===== config.mk =====
export PLATFORM = sky130hd
export DESIGN_NAME = pc_sequencer_flat
export DESIGN_NICKNAME = d
export VERILOG_FILES = /design/src/rtl/pc_sequencer_if.sv /design/src/rtl/pc_sequencer.sv /design/src/flat_wrapper.sv
export SDC_FILE = /design/constraint.sdc
export NUM_CORES = 1
export LEC_CHECK = 0
export CAP_MARGIN = 20
export CORE_MARGIN = 2
export CORE_UTILIZATION = 40
export DETAILED_ROUTE_END_ITERATION = 8
export PLACE_DENSITY = 0.79
export SLEW_MARGIN = 10
export SYNTH_ARGS = -nofsm -noshare
export SYNTH_HDL_FRONTEND = slang
export SYNTH_SLANG_ARGS = --single-unit

===== constraint.sdc =====
create_clock -name clk -period 2 [get_ports clk]
set_input_delay 0.4 -clock clk [delete_from_list [all_inputs] [get_ports clk]]
set_output_delay 0.4 -clock clk [all_outputs]
set_load 0.05 [all_outputs]

===== src/rtl/pc_sequencer_if.sv =====
// Handshake bundle between hazard/exception control and the fetch-stage PC sequencer.
// The master is the controller side; the slave is pc_sequencer itself.
interface pc_sequencer_if;
  logic        istall;
  logic        iredir_valid;
  logic [31:0] iredir_target;
  logic        iexc_req;
  logic        ieret_req;
  logic [31:0] iepc;
  logic [31:0] oPC;
  logic        ofetch_valid;
  logic        oflush_if;
  logic        opending;
  logic        oadel_if;

  modport master (
    output istall, iredir_valid, iredir_target, iexc_req, ieret_req, iepc,
    input  oPC, ofetch_valid, oflush_if, opending, oadel_if
  );

  modport slave (
    input  istall, iredir_valid, iredir_target, iexc_req, ieret_req, iepc,
    output oPC, ofetch_valid, oflush_if, opending, oadel_if
  );
endinterface


===== src/rtl/pc_sequencer.sv =====
// Fetch-stage PC register: picks exception, eret, redirect, hold or sequential next-PC each cycle.
// Optional fetch-address bounds/alignment check is built when PC_BOUND_CHECK_EN is defined.
module pc_sequencer #(
  parameter logic [31:0] RESET_PC   = 32'h0000_3000,
  parameter logic [31:0] EXC_VECTOR = 32'h0000_4180,
  parameter logic [31:0] IMEM_BASE  = 32'h0000_3000,
  parameter logic [31:0] IMEM_LIMIT = 32'h0000_6ffc
) (
  input  logic           clk,
  input  logic           reset,
  pc_sequencer_if.slave  bus
);

  localparam logic [1:0] ST_BOOT = 2'd0;
  localparam logic [1:0] ST_RUN  = 2'd1;
  localparam logic [1:0] ST_PEND = 2'd2;

  logic [1:0]  state, state_next;
  logic [31:0] pc, pc_next;
  logic [31:0] pend, pend_next;
  logic        fetch_en;

  always_comb begin
    // NOTE: every variable gets its default before any branch, so no path can infer a latch.
    state_next = state;
    pc_next    = pc;
    pend_next  = pend;
    if (state == ST_BOOT) begin
      state_next = ST_RUN;
    end else if (bus.iexc_req) begin
      pc_next    = EXC_VECTOR;
      pend_next  = '0;
      state_next = ST_RUN;
    end else if (bus.ieret_req) begin
      pc_next    = bus.iepc;
      pend_next  = '0;
      state_next = ST_RUN;
    end else if (state == ST_PEND) begin
      // A fresh redirect during the release cycle supersedes the stored one.
      if (bus.istall) begin
        if (bus.iredir_valid) pend_next = bus.iredir_target;
      end else begin
        pc_next    = bus.iredir_valid ? bus.iredir_target : pend;
        pend_next  = '0;
        state_next = ST_RUN;
      end
    end else if (bus.iredir_valid) begin
      if (bus.istall) begin
        pend_next  = bus.iredir_target;
        state_next = ST_PEND;
      end else begin
        pc_next = bus.iredir_target;
      end
    end else if (!bus.istall) begin
      pc_next = pc + 32'd4;
    end
  end

  always_ff @(posedge clk or posedge reset) begin
    if (reset) begin
      state    <= ST_BOOT;
      pc       <= RESET_PC;
      pend     <= '0;
      fetch_en <= 1'b0;
    end else begin
      // NOTE: sequential state uses non-blocking assignments so all registers update from pre-edge values.
      state    <= state_next;
      pc       <= pc_next;
      pend     <= pend_next;
      fetch_en <= 1'b1;
    end
  end

  // Flush only when an exception or eret is actually accepted; BOOT ignores requests.
  assign bus.oflush_if = (state != ST_BOOT) && (bus.iexc_req || bus.ieret_req);
  assign bus.oPC       = pc;
  assign bus.opending  = (state == ST_PEND);

`ifdef PC_BOUND_CHECK_EN
  logic adel;

  function automatic logic addr_bad(input logic [31:0] addr);
    return (addr[1:0] != 2'b00) || (addr < IMEM_BASE) || (addr > IMEM_LIMIT);
  endfunction

  // Evaluated on every load; a held PC re-evaluates to the same result.
  always_ff @(posedge clk or posedge reset) begin
    if (reset) adel <= 1'b0;
    else       adel <= addr_bad(pc_next);
  end

  assign bus.oadel_if     = adel;
  assign bus.ofetch_valid = fetch_en & ~adel;
`else
  logic unused_bounds;
  assign unused_bounds    = ^{IMEM_BASE, IMEM_LIMIT};
  assign bus.oadel_if     = 1'b0;
  assign bus.ofetch_valid = fetch_en;
`endif

endmodule

===== src/flat_wrapper.sv =====
// flat-port wrapper written by rule: the top's interface ports become plain ports
module pc_sequencer_flat 
#(
  parameter logic [31:0] RESET_PC   = 32'h0000_3000,
  parameter logic [31:0] EXC_VECTOR = 32'h0000_4180,
  parameter logic [31:0] IMEM_BASE  = 32'h0000_3000,
  parameter logic [31:0] IMEM_LIMIT = 32'h0000_6ffc
)
  (clk, reset, bus_istall, bus_iredir_valid, bus_iredir_target, bus_iexc_req, bus_ieret_req, bus_iepc, bus_oPC, bus_ofetch_valid, bus_oflush_if, bus_opending, bus_oadel_if);
  pc_sequencer_if bus_i ();
  input  logic clk;
  input  logic reset;
  input wire logic [$bits(bus_i.istall)-1:0] bus_istall;
  input wire logic [$bits(bus_i.iredir_valid)-1:0] bus_iredir_valid;
  input wire logic [$bits(bus_i.iredir_target)-1:0] bus_iredir_target;
  input wire logic [$bits(bus_i.iexc_req)-1:0] bus_iexc_req;
  input wire logic [$bits(bus_i.ieret_req)-1:0] bus_ieret_req;
  input wire logic [$bits(bus_i.iepc)-1:0] bus_iepc;
  output wire logic [$bits(bus_i.oPC)-1:0] bus_oPC;
  output wire logic [$bits(bus_i.ofetch_valid)-1:0] bus_ofetch_valid;
  output wire logic [$bits(bus_i.oflush_if)-1:0] bus_oflush_if;
  output wire logic [$bits(bus_i.opending)-1:0] bus_opending;
  output wire logic [$bits(bus_i.oadel_if)-1:0] bus_oadel_if;
  assign bus_i.istall = bus_istall;
  assign bus_i.iredir_valid = bus_iredir_valid;
  assign bus_i.iredir_target = bus_iredir_target;
  assign bus_i.iexc_req = bus_iexc_req;
  assign bus_i.ieret_req = bus_ieret_req;
  assign bus_i.iepc = bus_iepc;
  assign bus_oPC = bus_i.oPC;
  assign bus_ofetch_valid = bus_i.ofetch_valid;
  assign bus_oflush_if = bus_i.oflush_if;
  assign bus_opending = bus_i.opending;
  assign bus_oadel_if = bus_i.oadel_if;
  pc_sequencer #(.RESET_PC(RESET_PC), .EXC_VECTOR(EXC_VECTOR), .IMEM_BASE(IMEM_BASE), .IMEM_LIMIT(IMEM_LIMIT)) u_core (.clk(clk), .reset(reset), .bus(bus_i));
endmodule

==> results of run 1 <==
[worst max-delay path: cells and delay by family (launching register included)]
family                 cells  cell delay (ns)
buffers and inverters      1             0.21
AND/OR/NAND/NOR            3             0.61
AO/OA/AOI/OAI              2             0.50
flip-flops                 1             0.55
[state kept, by name, indices dropped and copies added, names as in the netlist]
| name | count |
|---|---|
| u_core.pend | 32 |
| u_core.bus.oPC | 32 |
| u_core.state | 2 |
| u_core.bus.ofetch_valid | 1 |
[where the power goes]
group | internal, mW | total [mW] | leakage [nW] | switching (mW)
Combinational | 0.484 | 1.13 | 1.75 | 0.644
Sequential | 1.45 | 1.55 | 0.857 | 0.105
Clock | 0.705 | 1.29 | 0.106 | 0.583
Total | 2.64 | 3.97 | 2.71 | 1.33
[cells in the mapped netlist (7+ instances only)]
| cell type | n |
|---|---|
| and3_1 | 7 |
| o21ai_0 | 23 |
| a22o_1 | 27 |
| nand3_1 | 18 |
| o31ai_1 | 10 |
| dfrtp_1 | 65 |
| nand2_1 | 39 |
| a211oi_1 | 8 |
| a21oi_1 | 35 |
| nor2_1 | 26 |
| o211ai_1 | 9 |
| inv_1 | 9 |
| nand4_1 | 8 |
| clkbuf_1 | 29 |
[logic make-up after synthesis]
group                      after synthesis  synth area share, %
adders and majority gates                1               0.2993
buffers and inverters                   48                4.579
AOI/OAI and AO/OA                      186                32.51
xor gates and xnor gates                 8                1.676
muxes                                    4                1.048
other                                    2               0.1797
and+or+nand+nor                        150                19.55
DFF                                     67                40.17
[what timing repair did]
item	CTS	global route
endpoints found under the hold margin	0	0
pin swaps	0	0
setup buffers	0	2
setup endpoints to repair	7	12
gates resized for setup	8	11
[metal layers]
metal | up-vias | global-route usage (%)
li1 | 2142 | -
met1 | 2336 | 38.16
met2 | 300 | 44.87
met3 | 45 | 4.966
met4 | 0 | 12.03
met5 | - | 0
[path summary, 6_finish.rpt]
| path | start | end | slack (ns) | depth (start not counted) |
|---|---|---|---|---|
| max in group asynchronous | reset | u_core.bus.oPC[13] | 1.14 | 3 |
| max | u_core.bus.oPC[12] | u_core.bus.oPC[24] | 0.02 | 6 |
| max reg2reg | u_core.bus.oPC[12] | u_core.bus.oPC[24] | 0.02 | 6 |
| min reg2reg | u_core.pend[26] | u_core.pend[26] | 0.48 | 2 |
| min | reset | u_core.bus.oPC[25] | 0.34 | 2 |
| min in group clk | u_core.pend[26] | u_core.pend[26] | 0.48 | 2 |
[final cells by class]
cell class | instances | share of cell area (%)
Clock inverter | 6 | 1.452
Inverter | 9 | 0.6454
Sequential cell | 67 | 27.35
Multi-Input combinational cell | 351 | 37.88
Timing Repair Buffer | 193 | 27.87
Clock buffer | 10 | 2.057
Tap cell | 136 | 2.743
==> results.md, run 1 <==
* Slowest cell on crit path: dfstp_2
* First-pass iteration count of the detailed router at 5
* Pwr Total at 3.970 mW
* GRT Util Overall at 28.32%
* HPWL after DPL at 11.70 mm
* Crit-path cells: nand4_2 > nor4_4 > buf_4 > nand3_1 > a21o_1 > a211o_1
* RSZ-0062 raised after global routing: yes
* Clk buf depth at 2
* Vias per cell at 6.247
* Critical path endpoint category: flip-flop
* Row count at 37
* I/O pin total at 106
* Final WS setup at 0.02065 ns
* Final-report setup violation count at 0
* Worst Setup Start Kind: flip-flop
* Synth Cell Area at 4180 sq um
* Final instance area at 6203 sq um
* Area added between synthesis and finish at 48.40%
* Finished Layout Cells at 772
* Sequential area share after synthesis at 40.17%
* FF+latch area at 1697 sq um
* PD cells at 640.0 nW/um^2
* Hold crit path type: primary input to async pin
* Congestion Overflow GR at 0
* Footprint of the multi-input gates at 2350 sq um
* Die W at 106.2 um
* # fillers at 862
* Die height at 106.2 um
* CTS tree: built
* Antenna violations before repair at 0
* DRC viols at 0
* Worst-Margin Slew at 0.5504 ns
* Post-synthesis register bit count at 67
* Worst hold margin at 0.3438 ns
* Ys async rst share at 100.0%
* Wire length on met1 at 6.499 mm
* Number of clock sinks at 67
* DRT antenna net count at 0
* Placed Cells at 754
* Share of cells above drive strength 1 at 27.83%
* Nets at 702
* Final min period at 1.979 ns
* Vias after detailed routing at 4823
* Period utilisation layout at 98.97%
* Post-synthesis average cell area at 8.971 sq um
* Yosys Warn Count at 0
* Max-slew violations at 0
* VDD IR max at 0.3497 mV
* Gp weighted congestion at 0.9339
* Met3 routed WL at 1.351 mm
* Outcome: complete, no violations
* Pleak at 2.713 nW
* Hold_buf cts at 0
* Worst endpoint required time at 2.24 ns
* CP arrival at 2.22 ns
* Met2 wire len at 7.433 mm
* Setup_tns at 0 ns
* Post-Route WL at 15.80 mm
* Top Layer Used: met4
* Worst Path Max Fanout at 7
* Crit-path max cell delay at 0.55 ns
* Dominant synthesized flop cell: dfrtp_1
* Max_cap viols at 0
* Unique masters post-synth at 66
* DP Area at 5932 sq um
* Slew margin rel. at 63.00%
* Core area at 10230 sq um
* Final Skew at 0.01129 ns
* Clk slew on worst S/H paths at 0.09 ns
* PortBufs at 104
* Via count of the first global-routing pass at 4847
* Insertion delay of the later-clocked pin in the worst-skew pair at 0.35 ns
* Largest net degree at the start of global routing at 34
* Commonest non-fill, non-tap cell in the layout: buf_4
* Routed wire per std cell at 20.46 um
* First-pass GRT wire length at 25.06 mm
* Synth area leader: dfrtp_1
* Most frequent cells in the layout: buf_4 (107), clkdlybuf4s50_1 (72), dfrtp_1 (51)
* Clk root buf: clkbuf_8
* Die Area at 11280 sq um
* Final Hold Viols at 0
* Place WS at -0.3837 ns
* Yosys top cell area share at 38.91%
* Initial core utilization at 40.86%
* Final Core Density at 60.63%
* Synthesized net count at 537
* Htree depth at 3
* Drt first-iter violations at 431
* Syn Inst Count at 466
* Post-synth EDFFs at 0
* Number of CTS-inserted buffers at 9
* Ant diodes at 0
* Dominant cells by area after synthesis: dfrtp_1 (39%), a22o_1 (5.7%), a21oi_1 (4.2%)
* F_max at 505.2 MHz
* Critical path class: flip-flop to flip-flop
Note: power is estimated with default switching activity, not from simulation.
==> inputs of run 2 (changes only) <==
--- a/config.mk
+++ b/config.mk
@@ -6,9 +6,10 @@
 export NUM_CORES = 1
 export LEC_CHECK = 0
 export CAP_MARGIN = 20
-export CORE_MARGIN = 2
 export CORE_UTILIZATION = 40
 export DETAILED_ROUTE_END_ITERATION = 8
+export GPL_TIMING_DRIVEN = 0
+export MAX_ROUTING_LAYER = met4
 export PLACE_DENSITY = 0.79
 export SLEW_MARGIN = 10
 export SYNTH_ARGS = -nofsm -noshare
==> results.md, run 2 (synthesis gave the netlist of run 1 again) <==
* Number of CTS-inserted buffers at 9 (unchanged)
* VDD IR max at 0.4141 mV (+18%)
* Max_cap viols at 0 (unchanged)
* Clk root buf: clkbuf_8
* F_max at 506.4 MHz (+0.23%)
* Net Sw Frac at 33.29% (-0.28 points)
* Worst reg2reg path startpoint: u_core.bus.oPC[4]
* Critical path endpoint category: output pin
* Worst endpoint required time at 1.60 ns (-0.64 ns)
* Net Sw Power at 1.352 mW (+1.5%)
* Share of cells above drive strength 1 at 20.73% (-7.1 points)
* CP delay by family, top: buffers and inverters
* PD cells at 671.5 nW/um^2 (+4.9%)
* RR Endpoint: u_core.bus.oPC[25]
* Number of clock sinks at 67 (unchanged)
* Pleak at 2.588 nW (-4.6%)
* CTS tree: built
* Die Area at 10860 sq um (-3.7%)
* Flop pwr share at 38.5% (-0.6 points)
* Vias per cell at 6.418 (+2.7%)
* Core area at 9955 sq um (-2.7%)
* Worst-Margin Slew at 0.5850 ns (+0.03463 ns)
* GRT Util Overall at 29.60% (+1.3 points)
* Crit path to: bus_oPC[31]
* First-pass GRT wire length at 24.33 mm (-2.9%)
* Clk pwr share at 35.3% (+2.8 points)
* Worst setup path startpoint: u_core.bus.oPC[31]
* Levels on crit path at 1 (-5)
* Routed wire per std cell at 21.44 um (+4.8%)
* Antenna violations before repair at 0 (unchanged)
* Htree depth at 3 (unchanged)
* Critical path class: flip-flop to output pin
* RSZ-0062 raised after global routing: yes
* I/O pin total at 106 (unchanged)
* Die W at 104.2 um (-1.9%)
* Clk buf depth at 2 (unchanged)
* Vias after detailed routing at 4724 (-2.1%)
* Row count at 36 (-2.7%)
* Hold crit path type: primary input to async pin
* Most frequent cells in the layout: clkdlybuf4s50_1 (77), dfrtp_1 (51), nand2_1 (38)
* Die height at 104.2 um (-1.9%)
* Area added between synthesis and finish at 44.72%
* Ant diodes at 0 (unchanged)
* Gp weighted congestion at 0.9284 (-0.59%)
* Max-slew violations at 0 (unchanged)
* Worst Setup Start Kind: flip-flop
* Comb pwr share at 26.2% (-2.2 points)
* Final min period at 1.975 ns (-0.004477 ns)
* DRC viols at 0 (unchanged)
* CP arrival at 1.57 ns (-0.65 ns)
* Final instance area at 6050 sq um (-2.5%)
* PortBufs at 103 (-0.96%)
* CP bufs+invs at 1 (unchanged)
* Final Hold Viols at 0 (unchanged)
* Largest net degree at the start of global routing at 33 (-2.9%)
* Post-Route WL at 15.78 mm (about the same)
* HPWL after DPL at 11.27 mm (-3.7%)
* R2R Setup Slk at 0.04 ns (+0.02 ns)
* Insertion delay of the later-clocked pin in the worst-skew pair at 0.35 ns (about the same)
* Nets at 669 (-4.7%)
* Via count of the first global-routing pass at 4482 (-7.5%)
* Drt first-iter violations at 448 (+3.9%)
* Worst Path Max Fanout at 3 (-4)
* Period utilisation layout at 98.74% (-0.22 points)
* DP Area at 5451 sq um (-8.1%)
* Outcome: complete, no violations
* DRT antenna net count at 0 (unchanged)
* Commonest non-fill, non-tap cell in the layout: clkdlybuf4s50_1
* Crit-path cells: clkdlybuf4s50_1
* Crit-path max cell delay at 0.82 ns (+0.27 ns)
* # fillers at 826 (-4.2%)
* Initial core utilization at 41.99% (+1.1 points)
* Internal Pwr Total at 2.710 mW (+2.8%)
* Final-report setup violation count at 0 (unchanged)
* Pwr Total at 4.062 mW (+2.3%)
* Slowest cell on crit path: clkdlybuf4s50_1
* R2R depth at 6 (unchanged)
* Congestion Overflow GR at 0 (unchanged)
* Final Skew at 0.01018 ns (-0.001109 ns)
* Clk slew on worst S/H paths at 0.09 ns (about the same)
* First-pass iteration count of the detailed router at 5 (unchanged)
* Slew margin rel. at 60.67% (-2.3 points)
[run 2: power groups by stage]
stage                     registers (mW)  clock network [mW]  logic (mW)
after floorplan                     1.79                   0       0.363
after global placement              1.58                   0       0.990
after detailed placement            1.58                   0        1.02
after CTS                           1.56                1.43        1.02
after global routing                1.58                1.49        1.12
final                               1.57                1.43        1.06
[run 2: cell type report]
cell class | instances | area [sq um] | share of cell area [%]
inverter | 9 | 40.04 | 0.6618
timing repair buffer | 123 | 1209 | 19.98
tap | 133 | 166.4 | 2.751
sequential | 67 | 1697 | 28.05
buffer | 37 | 217.7 | 3.599
clock buffer | 9 | 123.9 | 2.048
clock inverter | 7 | 123.9 | 2.048
multi-input combinational | 351 | 2472 | 40.87
[run 2: worst min-delay path by stage]
stage	slack (ns)	cells after the start	end	from
final	0.38	2	u_core.bus.oPC[17]	reset
after global routing	0.42	2	u_core.bus.oPC[30]	reset
after CTS	0.40	2	u_core.bus.oPC[17]	reset
after detailed placement	0.47	2	u_core.pend[21]	u_core.pend[21]
after global placement	0.46	2	u_core.pend[21]	u_core.pend[21]
after floorplan	0.44	2	u_core.pend[21]	u_core.pend[21]
[run 2: routing by layer]
| metal | track usage, % | part of all wire, % | vias up |
|---|---|---|---|
| li1 | - | - | 2074 |
| met1 | 38.06 | 40 | 2252 |
| met2 | 45.52 | 47 | 332 |
| met3 | 5.639 | 9.6 | 66 |
| met4 | 12.86 | 3.6 | 0 |
| met5 | - | 0 | - |
[run 2: timing repair]
| action | in CTS | in global routing |
|---|---|---|
| pin swaps | 0 | 7 |
| setup endpoints to repair | 82 | 66 |
| setup buffers | 2 | 16 |
| resized for setup | 77 | 37 |
| hold buffers | 0 | 0 |
[run 2: per-stage QoR]
| stage | setup slack (ns) | instances | setup TNS, ns | utilization, % | hold slack, ns |
|---|---|---|---|---|---|
| 2_1_floorplan | -0.09199 | 466 | -0.1661 | - | 0.4446 |
| 3_3_place_gp | -1.072 | 702 | -53.64 | 54.29 | 0.4595 |
| 3_5_place_dp | -1.076 | 704 | -51.77 | 54.76 | 0.4712 |
| 4_1_cts | -0.09975 | 720 | -0.1239 | 58.55 | 0.4003 |
| 5_1_grt | -0.06253 | 736 | -0.1192 | 60.77 | 0.4239 |
| 6_report | 0.02512 | 736 | 0 | 60.77 | 0.3839 |
